### src/rtl/program_loader.sv
// Loads host program bytes into the CPU RAM and holds the core in reset while loading.
// Host pins are asynchronous and pass through synchronizer chains before use.
module program_loader #(
    parameter int RAM_BYTES   = 16,
    parameter int ADDR_W      = 4,
    parameter int SYNC_STAGES = 2
) (
    input  logic              clk,
    input  logic              rst_n,
    input  logic              prog_mode,
    input  logic              load_strobe,
    input  logic [7:0]        load_data,
    output logic              ram_we,
    output logic [ADDR_W-1:0] ram_addr,
    output logic [7:0]        ram_wdata,
    output logic              load_ack,
    output logic              full,
    output logic              cpu_rst_n
);

    typedef enum logic [2:0] {
        IDLE,
        PROG,
        WRITE,
        HOLD,
        RUN
    } state_t;

    localparam logic [ADDR_W-1:0] LAST_ADDR = ADDR_W'(RAM_BYTES - 1);

    state_t                 state_q, state_d;
    logic [SYNC_STAGES-1:0] prog_sync_q, prog_sync_d;
    logic [SYNC_STAGES-1:0] strobe_sync_q, strobe_sync_d;
    logic                   strobe_dly_q, strobe_dly_d;
    logic [ADDR_W-1:0]      ptr_q, ptr_d;
    logic                   full_q, full_d;
    logic                   ram_we_q, ram_we_d;
    logic [ADDR_W-1:0]      ram_addr_q, ram_addr_d;
    logic [7:0]             ram_wdata_q, ram_wdata_d;
    logic                   load_ack_q, load_ack_d;
    logic                   cpu_rst_n_q, cpu_rst_n_d;

    logic prog_s;
    logic strobe_s;
    logic strobe_rise;

    assign prog_s      = prog_sync_q[SYNC_STAGES-1];
    assign strobe_s    = strobe_sync_q[SYNC_STAGES-1];
    assign strobe_rise = strobe_s & ~strobe_dly_q;

    always_comb begin
        prog_sync_d   = {prog_sync_q[SYNC_STAGES-2:0], prog_mode};
        strobe_sync_d = {strobe_sync_q[SYNC_STAGES-2:0], load_strobe};
        strobe_dly_d  = strobe_s;
        state_d       = state_q;
        ptr_d         = ptr_q;
        full_d        = full_q;
        ram_addr_d    = ram_addr_q;
        ram_wdata_d   = ram_wdata_q;
        load_ack_d    = load_ack_q;
        // The write pulse is the registered image of the WRITE state
        ram_we_d      = (state_q == WRITE);

        unique case (state_q)
            IDLE: begin
                load_ack_d = 1'b0;
                state_d    = prog_s ? PROG : RUN;
            end
            PROG: begin
                load_ack_d = 1'b0;
                if (!prog_s) begin
                    state_d = RUN;
                end else if (strobe_rise) begin
                    if (full_q) begin
                        state_d = HOLD;
                    end else begin
                        ram_wdata_d = load_data;
                        state_d     = WRITE;
                    end
                end
            end
            WRITE: begin
                ram_addr_d = ptr_q;
                load_ack_d = 1'b1;
                if (ptr_q == LAST_ADDR) begin
                    ptr_d  = '0;
                    full_d = 1'b1;
                end else begin
                    ptr_d = ptr_q + 1'b1;
                end
                state_d = HOLD;
            end
            HOLD: begin
                if (!prog_s) begin
                    load_ack_d = 1'b0;
                    state_d    = RUN;
                end else if (!strobe_s) begin
                    load_ack_d = 1'b0;
                    state_d    = PROG;
                end
            end
            RUN: begin
                if (prog_s) begin
                    ptr_d   = '0;
                    full_d  = 1'b0;
                    state_d = PROG;
                end
            end
            default: begin
                state_d = IDLE;
            end
        endcase

        cpu_rst_n_d = (state_d == RUN);
    end

    always_ff @(posedge clk or negedge rst_n) begin
        if (!rst_n) begin
            state_q       <= IDLE;
            prog_sync_q   <= '0;
            strobe_sync_q <= '0;
            strobe_dly_q  <= 1'b0;
            ptr_q         <= '0;
            full_q        <= 1'b0;
            ram_we_q      <= 1'b0;
            ram_addr_q    <= '0;
            ram_wdata_q   <= '0;
            load_ack_q    <= 1'b0;
            cpu_rst_n_q   <= 1'b0;
        end else begin
            state_q       <= state_d;
            prog_sync_q   <= prog_sync_d;
            strobe_sync_q <= strobe_sync_d;
            strobe_dly_q  <= strobe_dly_d;
            ptr_q         <= ptr_d;
            full_q        <= full_d;
            ram_we_q      <= ram_we_d;
            ram_addr_q    <= ram_addr_d;
            ram_wdata_q   <= ram_wdata_d;
            load_ack_q    <= load_ack_d;
            cpu_rst_n_q   <= cpu_rst_n_d;
        end
    end

    assign ram_we    = ram_we_q;
    assign ram_addr  = ram_addr_q;
    assign ram_wdata = ram_wdata_q;
    assign load_ack  = load_ack_q;
    assign full      = full_q;
    assign cpu_rst_n = cpu_rst_n_q;

endmodule

### config.mk
export PLATFORM = sky130hd
export DESIGN_NAME = program_loader
export DESIGN_NICKNAME = d
export VERILOG_FILES = /design/src/rtl/program_loader.sv
export SDC_FILE = /design/constraint.sdc
export NUM_CORES = 1
export LEC_CHECK = 0
export ABC_CLOCK_PERIOD_IN_PS = 1900
export CAP_MARGIN = 20
export CORE_MARGIN = 2
export CORE_UTILIZATION = 47
export DETAILED_ROUTE_END_ITERATION = 8
export PLACE_DENSITY = 0.77
export SLEW_MARGIN = 10
export SYNTH_ARGS = -nofsm -noshare
export SYNTH_HDL_FRONTEND = slang
export SYNTH_SLANG_ARGS = --single-unit
### constraint.sdc
create_clock -name clk -period 1.9 [get_ports clk]
set_input_delay 0.38 -clock clk [delete_from_list [all_inputs] [get_ports clk]]
set_output_delay 0.38 -clock clk [all_outputs]
set_load 0.01 [all_outputs]
==> metrics, run 1 <==
largest area contributor in the netlist dfrtp_1; Post-Syn Area 1140 um2; leading register cell type out of synthesis dfrtp_1; Final Net Count 130; initial antenna violation count 0; Post-synth EDFFs 0; CP Launch Type flop; synth warn 0; Arr. time, crit path 1390 ps; sequential share of the synthesized area 0.617; Routed Antenna Nets 0; Top-Level Pins 28; chip width 53.2 um; top post-synthesis cells by count 28 x dfrtp_1, 12 x mux2_2; clk slew on worst S/H paths 130 ps; Avg Cell Area, Syn 13.5 um2; fmax 563 MHz; PwrDens 1200 nW/um2; Yosys cell types 27; Finished Layout Cells 143; RSZ-0062 raised after global routing no; worst path required time 1520 ps; Initial Util 0.504; Die ar. 2830 um2; Max-Cap Viols 0; Hold WC Path Type reg2reg; area occupied by multi-input gates 417 um2; global-route wire length before repair 3680 um; Leakage Power 0.643 nW; die height 53.2 um; CTS H-tree lvls 1; Final setup viols 0; placed instance count 140; IO buf count 27; most frequent cell after synthesis dfrtp_1; Initial DRC Count 18; Yosys top cell area share 0.617; n_diodes 0; status completed; setup bufs post-CTS 0; fin. max-slew vios 0; CP Cell Sequence clkdlybuf4s50_1; crit path buf inv count 1; CTS tree built; number of fill cells 190; total CTS buffers 3; grt ovf 0; fin crit period 1770 ps; hold_buf cts 0; vias per inst 5.59; Placer Congestion 0.787; Post-Syn Instances 84; clock skew 2.47 ps; Detail Placement HPWL 1440 um; Rows 17; Synth Register Bits 28; Crit Path Max Fanout 5; share of cells above drive strength 1 0.183; Crit path max-delay family buffers and inverters; DRC Markers 0; CP max-delay cell clkdlybuf4s50_1; P&R area growth vs syn 30.2%; Final period util 0.934; via count 799; Setup TNS 0 ps; Pre-Repair DR Iteration Count 4; core box area 2250 um2; per-cell routed wire length 14.5 um; routed wire length 2070 um; CTS max path bufs 2; Slew @ Worst Pin 530 ps; Final Hold Fails 0; Async SR Flop Fraction 1.00; flip-flop and latch area 701 um2; CTS-repair resized insts 0; Root Buffer clkbuf_4; syn nets 97; CP max stage delay 580 ps; TritonCTS Sinks 28; CP Capture Type output pin; top cells by area, synth dfrtp_1 62%, mux2_2 12%, nor4_4 1.9%; vias in the first global route 770; largest net degree at the start of global routing 29; headroom to the max-slew limit 0.644; clock latency on the worst-skew pair 310 ps; kind of critical path reg2out; Max VDD drop 873 uV; Overall Global Routing Usage 0.186
[final timing paths]
kind	startpoint	endpoint	slack, ps	cells past startpoint
min in group asynchronous	rst_n	cpu_rst_n$_DFF_PN0_	420	2
max in group asynchronous	rst_n	ptr_q[2]$_DFFE_PN0P_	1230	2
hold reg to reg	strobe_sync_q[0]$_DFF_PN0_	strobe_sync_q[1]$_DFF_PN0_	370	0
setup reg to reg	state_q[1]$_DFF_PN0_	ram_wdata[5]$_DFFE_PN0P_	230	3
hold / removal	strobe_sync_q[0]$_DFF_PN0_	strobe_sync_q[1]$_DFF_PN0_	370	0
setup / recovery	full$_DFFE_PN0P_	full	130	1
[logic make-up after synthesis]
| logic type | share of synthesized area |
|---|---|
| fa+ha+maj | 0.0110 |
| compound gates | 0.108 |
| mux | 0.119 |
| flops | 0.617 |
| buf+inv | 0.0165 |
| simple gates | 0.129 |
[report_power, final]
| part | internal (mW) | switching [mW] |
|---|---|---|
| clock | 0.0742 | 0.156 |
| sequential | 0.761 | 0.132 |
| combinational | 0.406 | 0.251 |
[state kept, by name, indices dropped and copies added, names as in the netlist]
register and flops:
ram_addr 4, ram_we 1, ram_wdata 8, load_ack 1
cpu_rst_n 1, strobe_dly_q 1, strobe_sync_q 2, ptr_q 4
state_q 3, prog_sync_q 2, full 1
[metrics by stage]
step                      setup WS, ps  utilization  hold WS (ps)  area (um2)  power, mW
after global placement             251        0.646           332        1460       1.54
final                              125        0.656           367        1480       1.78
after detailed placement           230        0.646           341        1460       1.56
after CTS                          103        0.656           371        1480       1.80
after floorplan                    384            -          84.4        1140       1.20
after global routing              17.7        0.656           378        1480       1.91
[cell usage in the layout (no fill, tap or decap)]
master and instances:
a211o_1 1, a211oi_1 2, a21bo_2 1, a21oi_1 2, a221oi_1 1, a31oi_1 3
a41oi_1 1, and2_1 1, and3b_1 1, buf_4 3, clkbuf_4 3, clkdlybuf4s50_1 27
dfrtp_1 28, ha_1 1, inv_1 3, mux2_2 12, nand2_1 3, nand2b_1 3
nand3_1 2, nand3b_1 1, nor2_1 3, nor2b_1 2, nor3_1 1, nor3b_1 2
nor3b_4 1, nor4_4 1, o211a_1 1, o21ai_0 3, o22a_1 2
[metal layers]
layer | GRT usage | vias up | part of all wire
met2 | 0.292 | 41 | 0.48
li1 | - | 366 | -
met3 | 0.0424 | 4 | 0.067
met4 | 0.0769 | 0 | 0.012
met1 | 0.248 | 388 | 0.44
met5 | 0 | - | 0
[final cells by class]
class,instances,area share
Clock buffer,3,0.0152
Inverter,3,0.00761
Multi-Input combinational cell,51,0.282
Sequential cell,28,0.474
Tap cell,28,0.0237
Timing Repair Buffer,30,0.198
(Power assumes the default switching activity.)
==> run 2: changes to the inputs <==
==> config.mk (replaced) <==
export PLATFORM = sky130hd
export DESIGN_NAME = program_loader
export DESIGN_NICKNAME = d
export VERILOG_FILES = /design/src/rtl/program_loader.sv
export SDC_FILE = /design/constraint.sdc
export NUM_CORES = 1
export LEC_CHECK = 0
export ABC_CLOCK_PERIOD_IN_PS = 2240
export CAP_MARGIN = 0
export CORE_MARGIN = 2
export CORE_UTILIZATION = 48
export DETAILED_ROUTE_END_ITERATION = 8
export PLACE_DENSITY = 0.78
export SLEW_MARGIN = 30
export SYNTH_ARGS = -nofsm -noshare
export SYNTH_HDL_FRONTEND = slang
export SYNTH_SLANG_ARGS = --single-unit
==> constraint.sdc (replaced) <==
create_clock -name clk -period 2.24 [get_ports clk]
set_input_delay 0.448 -clock clk [delete_from_list [all_inputs] [get_ports clk]]
set_output_delay 0.448 -clock clk [all_outputs]
set_load 0.01 [all_outputs]
==> run 2 against run 1 <==
Power shrank 8.6%. Hold slack is essentially flat. Setup slack gained 260 ps. Sequential cell count is the same. Critical path depth is the same. Register-to-register slack gained 310 ps. Clock power grew 40%. Largest cell class unchanged. Count of clock-buffer cells in the layout is the same. Non-clock buffer count shrank 1. Global-route usage shrank 2.8 points.
==> metrics, run 2 (synthesized netlist as in run 1, its figures left out) <==
Final setup viols 0; Arr. time, crit path 1400 ps; CP Launch Type flop; WHS Path Cells 0; DRC Markers 0; chip width 52.7 um; total CTS buffers 3; Top-Level Pins 28; met1 Resource Use GR 0.213; pre-CTS setup slack 546 ps; Setup TNS 0 ps; number of fill cells 164; via count 795; Initial Util 0.509; RSZ-0062 raised after global routing no; core box area 2230 um2; CTS H-tree lvls 1; Slew @ Worst Pin 532 ps; worst hold slack 366 ps; Detail Placement HPWL 1400 um; Routed Antenna Nets 0; routed wire length 1930 um; Hold WC Path Type reg2reg; Hold Crit Start prog_sync_q[0]$_DFF_PN0_; clock latency on the worst-skew pair 320 ps; met3 usage 0.0400; Crit Path Max Fanout 5; PwrDens 1080 nW/um2; TritonCTS Sinks 28; Placer Congestion 0.828; fin crit period 1850 ps; fmax 540 MHz; status completed; grt ovf 0; share of cells above drive strength 1 0.183; IO buf count 27; fin. max-slew vios 0; P&R area growth vs syn 32.2%; Reg2Reg Setup Slack 540 ps; die height 52.7 um; CP Capture Type output pin; final core occ 0.672; Final Hold Fails 0; worst path required time 1790 ps; Crit path max-delay family buffers and inverters; global-route wire length before repair 3220 um; largest net degree at the start of global routing 29; final worst slack 389 ps; per-cell routed wire length 13.5 um; hold_buf cts 0; Final Net Count 129; Largest register FFs 8; Overall Global Routing Usage 0.158; R2R cell count 3; Root Buffer clkbuf_4; Final Cell Area 1500 um2; worst hold endpoint prog_sync_q[1]$_DFF_PN0_; CTS max path bufs 2; CTS tree built; n_diodes 0; Die ar. 2770 um2; Leakage Power 0.652 nW; commonest non-fill, non-tap cell in the layout dfrtp_1; global route hottest layer met2; CP Cell Sequence clkdlybuf4s50_1; Post-DP Area 1450 um2; kind of critical path reg2out; setup bufs post-CTS 0; crit path buf inv count 1; vias per inst 5.56; most frequent cells in the layout 28 x dfrtp_1, 27 x clkdlybuf4s50_1, 12 x mux2_2; Rows 17; Pre-Repair DR Iteration Count 5; headroom to the max-slew limit 0.642; FF-to-FF Start state_q[2]$_DFF_PN0_; Max VDD drop 664 uV; clk slew on worst S/H paths 140 ps; vias in the first global route 736; Final period util 0.827; clock skew 4.85 ps; CP max-delay cell clkdlybuf4s50_1; CTS-repair resized insts 0; Max-Cap Viols 0; reg2reg end ram_wdata[2]$_DFFE_PN0P_; initial antenna violation count 0; CP max stage delay 580 ps; Initial DRC Count 11; grt met2 use 0.244
run 2: cell count changes in the layout (fill, tap and decap cells not counted), sizes merged:
cell,delta
buf,-1
bufinv,+1
run 2: how the worst max path moves through the flow:
stage	startpoint	end	slack, ps	cells past startpoint
floorplan	state_q[1]$_DFF_PN0_	ram_wdata[0]$_DFFE_PN0P_	720	3
global placement	state_q[2]$_DFF_PN0_	ram_wdata[7]$_DFFE_PN0P_	580	3
detailed placement	state_q[2]$_DFF_PN0_	ram_wdata[2]$_DFFE_PN0P_	550	3
CTS	full$_DFFE_PN0P_	full	380	1
global route	full$_DFFE_PN0P_	full	330	1
finish	full$_DFFE_PN0P_	full	390	1
run 2: where the power goes:
part,switching [mW],internal (mW),leakage (nW)
sequential,0.107,0.646,0.357
clock,0.141,0.181,0.0279
combinational,0.213,0.340,0.267
run 2: layout make-up:
class | count | area (um2) | area share
Clock buffer | 3 | 22.5 | 0.0150
Clock inverter | 1 | 30.0 | 0.0200
Inverter | 3 | 11.3 | 0.00750
Multi-Input combinational cell | 51 | 417 | 0.278
Sequential cell | 28 | 701 | 0.467
Tap cell | 28 | 35.0 | 0.0233
Timing Repair Buffer | 29 | 285 | 0.190
run 2: routing by layer:
metal  wire (um)  part of all wire
met5           0                 0
met4          29             0.015
met3         125             0.065
met2         902              0.47
met1         871              0.45
run 2: per-stage QoR:
step	instances	power [mW]
finish	143	1.63
global route	143	1.73
CTS	143	1.65
detailed placement	139	1.32
global placement	139	1.30
floorplan	84	1.02
==> run 3: changes to the inputs <==
--- a/config.mk
+++ b/config.mk
@@ -5,12 +5,12 @@
 export SDC_FILE = /design/constraint.sdc
 export NUM_CORES = 1
 export LEC_CHECK = 0
-export ABC_CLOCK_PERIOD_IN_PS = 2240
+export ABC_CLOCK_PERIOD_IN_PS = 1700
 export CAP_MARGIN = 0
 export CORE_MARGIN = 2
-export CORE_UTILIZATION = 48
+export CORE_UTILIZATION = 43
 export DETAILED_ROUTE_END_ITERATION = 8
-export PLACE_DENSITY = 0.78
+export PLACE_DENSITY = 0.74
 export SLEW_MARGIN = 30
 export SYNTH_ARGS = -nofsm -noshare
 export SYNTH_HDL_FRONTEND = slang
==> constraint.sdc (replaced) <==
create_clock -name clk -period 1.7 [get_ports clk]
set_input_delay 0.34 -clock clk [delete_from_list [all_inputs] [get_ports clk]]
set_output_delay 0.34 -clock clk [all_outputs]
set_load 0.01 [all_outputs]
==> run 3 against run 2 <==
Die area is 11% higher. Core utilization down 5.5 points. Cell area grew 2.8%.
==> metrics, run 3 (synthesized netlist as in run 1, its figures left out) <==
grt ovf 0; P&R area growth vs syn 35.8%; fin crit period 1620 ps; Slew @ Worst Pin 417 ps; CP max stage delay 560 ps; status completed; vias in the first global route 810; CTS tree built; core box area 2500 um2; global-route wire length before repair 3500 um; via count 757; Crit path max-delay family buffers and inverters; vias per inst 5.05; most frequent cells in the layout 27 x dfrtp_1, 27 x clkdlybuf4s50_1, 12 x mux2_2; Overall Global Routing Usage 0.139; clock skew 13.8 ps; CP Launch Type flop; fin. max-slew vios 0; Top-Level Pins 28; Final Net Count 134; Final Hold Fails 0; Final period util 0.952; TritonCTS Sinks 28; CP Capture Type output pin; CTS H-tree lvls 1; share of cells above drive strength 1 0.225; n_diodes 0; IO buf count 27; CP Cell Sequence clkdlybuf4s50_1; CP max-delay cell clkdlybuf4s50_1; worst path required time 1360 ps; Setup TNS 0 ps; Die ar. 3070 um2; Largest register FFs 8; Rows 18; Detail Placement HPWL 1490 um; final core occ 0.617; die height 55.4 um; number of fill cells 206; Finished Layout Cells 150; Final setup viols 0; PwrDens 1410 nW/um2; Crit Path Max Fanout 3; Pre-Repair DR Iteration Count 4; routed wire length 2010 um; Initial DRC Count 7; fmax 618 MHz; CTS max path bufs 2; DRC Markers 0; per-cell routed wire length 13.4 um; chip width 55.4 um; clock latency on the worst-skew pair 330 ps; crit path buf inv count 1; clk slew on worst S/H paths 160 ps; Leakage Power 0.676 nW; placed instance count 145; largest net degree at the start of global routing 29; RSZ-0062 raised after global routing no; total CTS buffers 3; Routed Antenna Nets 0; initial antenna violation count 0; Max VDD drop 896 uV; Max-Cap Viols 0; headroom to the max-slew limit 0.722; Root Buffer clkbuf_4; Hold WC Path Type in2async; Arr. time, crit path 1280 ps; Placer Congestion 0.806; kind of critical path reg2out; Initial Util 0.454
## run 3: where the power goes
part           total, mW  switching [mW]  leakage [nW]  internal, mW
logic              0.755           0.292         0.293         0.463
registers          0.985           0.134         0.355         0.851
clock network      0.432           0.193        0.0279         0.238
## run 3: timing repair
action | in CTS | in global routing
resized for setup | 1 | 0
endpoints found under the setup margin | 1 | 1
pin swaps | 0 | 0
hold buffers | 0 | 0
buffers inserted | 0 | 1
## run 3: final cells by class
cell class | count | area (um2) | area share
tap | 30 | 37.5 | 0.0243
clock inverter | 1 | 30.0 | 0.0195
timing repair buffer | 34 | 323 | 0.209
clock buffer | 3 | 22.5 | 0.0146
multi-input combinational | 51 | 417 | 0.270
sequential | 28 | 702 | 0.455
inverter | 3 | 11.3 | 0.00730
## run 3: per-layer routing
layer | vias to the layer above | part of all wire | GRT usage
met5 | - | 0 | 0
met4 | 0 | 0 | 0.0209
met3 | 0 | 0.058 | 0.0351
met2 | 21 | 0.47 | 0.231
met1 | 357 | 0.47 | 0.187
li1 | 379 | - | -
## run 3: path summary, 6_finish.rpt
kind	start	endpoint	slack [ps]	cells past startpoint
setup / recovery	load_ack$_DFFE_PN0P_	load_ack	80	1
setup reg to reg	state_q[0]$_DFF_PN0_	ram_wdata[3]$_DFFE_PN0P_	210	4
min in group clk	prog_sync_q[0]$_DFF_PN0_	prog_sync_q[1]$_DFF_PN0_	370	0
hold reg to reg	prog_sync_q[0]$_DFF_PN0_	prog_sync_q[1]$_DFF_PN0_	370	0
hold / removal	rst_n	ram_addr[0]$_DFFE_PN0P_	360	2
max in group asynchronous	rst_n	full$_DFFE_PN0P_	1060	2
## run 3: per-stage QoR
step / hold slack, ps / setup WS, ps / power [mW] / instance area (um2)
final: 361 / 82.0 / 2.17 / 1540
after detailed placement: 335 / 220 / 1.76 / 1480
after global placement: 333 / 255 / 1.74 / 1480
after global routing: 375 / 14.2 / 2.31 / 1540
after CTS: 368 / 10.6 / 2.20 / 1540
after floorplan: 44.4 / 184 / 1.34 / 1140
